==> config.mk <==
export PLATFORM = sky130hd
export DESIGN_NAME = adder_seq
export DESIGN_NICKNAME = d
export VERILOG_FILES = /design/src/rtl/adder_seq.sv
export SDC_FILE = /design/constraint.sdc
export NUM_CORES = 1
export LEC_CHECK = 0
export ABC_AREA = 1
export ABC_CLOCK_PERIOD_IN_PS = 3770
export CAP_MARGIN = 10
export CORE_MARGIN = 10
export CORE_UTILIZATION = 35
export DETAILED_ROUTE_END_ITERATION = 8
export PLACE_DENSITY = 0.65
export SLEW_MARGIN = 10
export SYNTH_ARGS = -nofsm -noshare
export SYNTH_HDL_FRONTEND = slang
export SYNTH_SLANG_ARGS = --single-unit
==> constraint.sdc <==
create_clock -name clk -period 3.77 [get_ports clk]
set_input_delay 0.754 -clock clk [delete_from_list [all_inputs] [get_ports clk]]
set_output_delay 0.754 -clock clk [all_outputs]
set_load 0.1 [all_outputs]
==> src/rtl/adder_seq.sv <==
// Sequential adder/subtractor: CHUNK bits per cycle, WIDTH/CHUNK cycles per operation, valid/ready on both sides.
// Optional ADDER_SEQ_SAT_EN: signed saturation of the sum bits when ovf is set.
module adder_seq #(
  parameter int WIDTH = 8,
  parameter int CHUNK = 2
) (
  input  logic             clk,
  input  logic             rst_n,
  input  logic             in_valid,
  output logic             in_ready,
  input  logic [WIDTH-1:0] a,
  input  logic [WIDTH-1:0] b,
  input  logic             sub,
  output logic             out_valid,
  input  logic             out_ready,
  output logic [WIDTH:0]   out,
  output logic             ovf
);

  localparam int N  = WIDTH / CHUNK;
  localparam int IW = (N > 1) ? $clog2(N) : 1;

  generate
    if (WIDTH < 2) begin : g_width_chk
      $error("adder_seq: WIDTH must be >= 2");
    end
    if (CHUNK < 1 || (WIDTH % CHUNK) != 0) begin : g_chunk_chk
      $error("adder_seq: WIDTH must be a multiple of CHUNK");
    end
  endgenerate

  typedef enum logic [1:0] {
    IDLE = 2'd0,
    RUN  = 2'd1,
    DONE = 2'd2
  } state_t;

  state_t            state_q, state_d;
  logic [WIDTH-1:0]  a_q;
  logic [WIDTH-1:0]  b_q;      // effective operand: already inverted for subtract
  logic [WIDTH-1:0]  sum_q;
  logic              carry_q;
  logic [IW-1:0]     idx_q;
  logic [WIDTH:0]    out_q;
  logic              ovf_q;

  logic [CHUNK-1:0]  a_chunk;
  logic [CHUNK-1:0]  b_chunk;
  logic [CHUNK:0]    chunk_sum;
  logic              last;
  logic [WIDTH-1:0]  full_sum;
  logic              ovf_calc;
  logic [WIDTH-1:0]  result;

  always_comb begin
    a_chunk   = a_q[idx_q*CHUNK +: CHUNK];
    b_chunk   = b_q[idx_q*CHUNK +: CHUNK];
    chunk_sum = {1'b0, a_chunk} + {1'b0, b_chunk} + {{CHUNK{1'b0}}, carry_q};
    last      = (idx_q == IW'(N - 1));
    full_sum  = sum_q;
    full_sum[idx_q*CHUNK +: CHUNK] = chunk_sum[CHUNK-1:0];
    ovf_calc  = (a_q[WIDTH-1] == b_q[WIDTH-1]) && (full_sum[WIDTH-1] != a_q[WIDTH-1]);
`ifdef ADDER_SEQ_SAT_EN
    if (ovf_calc) begin
      result = a_q[WIDTH-1] ? {1'b1, {(WIDTH-1){1'b0}}} : {1'b0, {(WIDTH-1){1'b1}}};
    end else begin
      result = full_sum;
    end
`else
    result    = full_sum;
`endif
  end

  always_ff @(posedge clk or negedge rst_n) begin
    if (!rst_n) begin
      state_q <= IDLE;
    end else begin
      state_q <= state_d;
    end
  end

  always_comb begin
    state_d   = state_q;
    in_ready  = 1'b0;
    out_valid = 1'b0;
    case (state_q)
      IDLE: begin
        in_ready = 1'b1;
        if (in_valid) state_d = RUN;
      end
      RUN: begin
        if (last) state_d = DONE;
      end
      DONE: begin
        out_valid = 1'b1;
        if (out_ready) state_d = IDLE;
      end
      default: state_d = IDLE;
    endcase
  end

  always_ff @(posedge clk or negedge rst_n) begin
    if (!rst_n) begin
      a_q     <= '0;
      b_q     <= '0;
      sum_q   <= '0;
      carry_q <= 1'b0;
      idx_q   <= '0;
      out_q   <= '0;
      ovf_q   <= 1'b0;
    end else begin
      if (state_q == IDLE && in_valid) begin
        a_q     <= a;
        b_q     <= sub ? ~b : b;
        carry_q <= sub;
        idx_q   <= '0;
      end else if (state_q == RUN) begin
        sum_q[idx_q*CHUNK +: CHUNK] <= chunk_sum[CHUNK-1:0];
        carry_q <= chunk_sum[CHUNK];
        if (last) begin
          idx_q <= '0;
          out_q <= {chunk_sum[CHUNK], result};
          ovf_q <= ovf_calc;
        end else begin
          idx_q <= idx_q + IW'(1);
        end
      end
    end
  end

  assign out = out_q;
  assign ovf = ovf_q;

endmodule

==> results.txt <==
From left edge to right edge, the die measures 94.78 um. The highest net fanout along the worst path is 17, and the via count of the routed design is 1,566. The tools report the post-route clock skew as 0.003021 ns. Entering global routing, the biggest net connects 40 pins.

In this run, placement finished with an instance count of 330. The slowest stage of the critical path is the sky130_fd_sc_hd__dfrtp_1 cell. The required time reported for the critical path endpoint was 3.96 ns; the number of instances in the synthesized netlist was 235. The tools report the filler cell count in the final layout as 578.

The layout net count is 294. For this design, the sink count on the clock tree is 39. The core region is 5473 um^2.

After global routing the overflow that remains totals 0. The initial core utilization came out at 0.3576. The synthesized netlist occupies a cell area of 1957 um^2. Post-CTS timing repair inserted 0 buffers for setup.

The first-pass GRT wire length is 7541 um, and the part of the Yosys area used for sequential elements is 0.4987. The logs give 0 ns for the setup TNS and 0 for the setup violation total in the final timing report. The tools report the kind of end point of the critical path as a flip-flop. Total routed wirelength: 4215 um. Placed wire-length estimate: 3121 um. The number of standard-cell rows in the floorplan was 27; the clock transition at the registers of the reported paths was 0.08 ns.

Buffers inserted during clock tree synthesis total 5. The largest single stage delay on the critical path is 0.64 ns. For this run, the top clock speed supported by timing is 0.3343 GHz.

Number of DRC violations after detailed-routing iteration 0: 45. Pin placement for this block handled 33 I/O pins. The routed design could run at a clock period as short as 2.991 ns. The die boundary height is 94.78 um.

For this run, design rule violations remaining after detail routing come to 0. TritonCTS built the clock tree. Synthesis produced a netlist with a net count of 264. The tool flagged a number of max-cap violations equal to 0. The critical path is of the flip-flop to flip-flop type.

The run gives 0 as the number of antenna violations at the first check in global routing. The combined buffer and inverter count along the critical path came out at 1. The number of warnings reported in the yosys synthesis log was 0.

The signal on the critical path passes through inv_1 > o21ai_0 > o22ai_1 > fa_1 > fa_1 > nand3_1 > o21ai_0 > nand2_1 > nand3_1 > nand2_1. For the die footprint, the log shows 8982 um^2. The logs give 338 for the non-filler instance count after layout and 0.29 ns for the clock latency on the worst-skew pair.

Registers take 975.9 um^2. The run gives 2 as the level count of the clock H-tree. For the post-cts sizing count, the log shows 0.

0 antenna diodes ended up in the layout. The detailed-router iteration count before antenna repair was 4. Broken down by cell family, the worst path's largest delay share belongs to adder cells. The headroom to the max-slew limit was 0.3491; the post-detailed-route count of antenna-violating nets was 0.

The transition time at the pin with the least slew margin came out at 0.9733 ns. Leaving out fill and tap cells, the most frequent cell in the layout is sky130_fd_sc_hd__nand2_1. Setup repair after global routing left no endpoint under its margin. Using the TritonRoute via totals, the vias-per-cell ratio works out to 4.633.

Data on the critical path arrives at its endpoint at 3.18 ns. After synthesis, the netlist uses 23 different library cells. The via count of the first global-routing pass came out at 1,677. The part of the cycle the worst path needs works out to 0.7934. Routability-driven placement finished with a final weighted congestion of 0.8563. The tightest min-delay check is of the flip-flop to flip-flop type. The number of max-slew violations in the final report was 0; the average wire per standard cell was 12.47 um.

The run finished with clean final reports. The number of synthesized register bits is 39. STA classifies the critical path startpoint as a flip-flop. The power density normalized to cell area works out to 927.4 nW/um^2. The multi-input combinational cells in the finished layout cover a total of 849.6 um^2.

For this design the static power due to leakage is 0.001145 uW. The clock tree buffer depth is 2. Leaving out fill and tap cells, the most frequent cells in the layout are 92 x sky130_fd_sc_hd__nand2_1, 39 x sky130_fd_sc_hd__dfrtp_1, 31 x sky130_fd_sc_hd__clkdlybuf4s50_1. The hold buffer count at CTS is 0, and the maximum resistive drop on vdd is 0.4067 mV. The total global routing track utilization was 0.1032.

The hold violation count in the final report was 0; the per-instance average area after synthesis was 8.327 um^2. The number of buffers inserted by port buffering was 32; the layout cell share with drive strength beyond 1 was 0.06767. In this run the clock root is driven by a sky130_fd_sc_hd__clkbuf_8.

The area growth from synthesis to final layout came out at 21.67%.
## logic make-up (layout without fill, tap and decap cells)
kind of cell	after synthesis	after routing	share of synthesized area
buffers and inverters	26	57	0.06714
adder cells (fa/ha/maj)	8	8	0.05882
AO/OA/AOI/OAI	35	35	0.09783
flip-flops	39	39	0.4987
AND/OR/NAND/NOR	119	119	0.2417
XOR/XNOR	8	8	0.03581
## final cells by class
type	count	area share
clock buffers	5	0.02890
clock inverters	3	0.006306
inverters	17	0.02785
multi-input cells	170	0.3568
flip-flops and latches	39	0.4099
well taps	72	0.03784
repair buffers	32	0.1324
## stage by stage
step	utilization	hold WS, ns	setup WS (ns)	power, uW	area (um^2)
after floorplan	-	0.4436	1.337	1669	1957
after global placement	0.4198	0.4638	1.028	1909	2297
after detailed placement	0.4198	0.4647	0.8666	1952	2297
after CTS	0.4351	0.4845	0.8088	2227	2381
after global routing	0.4351	0.5118	0.4611	2405	2381
final	0.4351	0.4804	0.7789	2208	2381
## registers in the layout, indices dropped and copies added (netlist names)
name,flops
sum_q,8
ovf,1
out,9
carry_q,1
state_q,2
b_q,8
a_q,8
idx_q,2
## worst reg2reg max path, delay by kind of cell (launching register included)
kind,cells,cell delay [ns]
AND/OR/NAND/NOR,4,0.32
flip-flops,1,0.64
AO/OA/AOI/OAI,3,0.65
buffers and inverters,1,0.31
adder cells (fa/ha/maj),2,0.97
## worst paths after layout
check                                      from                      to  slack, ns  cells after the start
hold reg to reg              out[6]$_DFFE_PN0P_      out[6]$_DFFE_PN0P_       0.48                      2
min in group asynchronous                 rst_n  state_q[0]$_DFFE_PN0P_       0.57                      1
hold / removal               out[6]$_DFFE_PN0P_      out[6]$_DFFE_PN0P_       0.48                      2
max in group asynchronous                 rst_n      a_q[1]$_DFFE_PN0P_       2.68                      1
setup reg to reg           idx_q[0]$_DFFE_PN0P_         ovf$_DFFE_PN0P_       0.78                     10
setup / recovery           idx_q[0]$_DFFE_PN0P_         ovf$_DFFE_PN0P_       0.78                     10
## routing by layer
layer  wire length (um)  up-vias  track usage
met5                  0        -            0
met2               1982       28       0.1745
met4                 80        0      0.04239
li1                   -      800            -
met3                248        7      0.03727
met1               1903      731       0.1153
## report_power, final
part / internal (uW) / switching (uW) / leakage, uW
Sequential: 591 / 136 / 0.000503
Combinational: 361 / 847 / 0.000595
Clock: 127 / 147 / 0.0000477
## cell usage after synthesis, drive strengths merged
master	number	area (um^2)
nor2	14	55.06
o21ai	24	120.1
nand4	1	6.260
o22ai	8	50.05
buf	9	65.06
or2	2	12.51
dfrtp	39	975.9
a31oi	1	6.260
o211ai	1	7.510
inv	17	66.32
o31ai	1	7.510
xnor2	8	70.07
fa	2	40.04
nand2	95	364.1
ha	6	75.07
nand3	7	35.03
(Power assumes the default switching activity.)
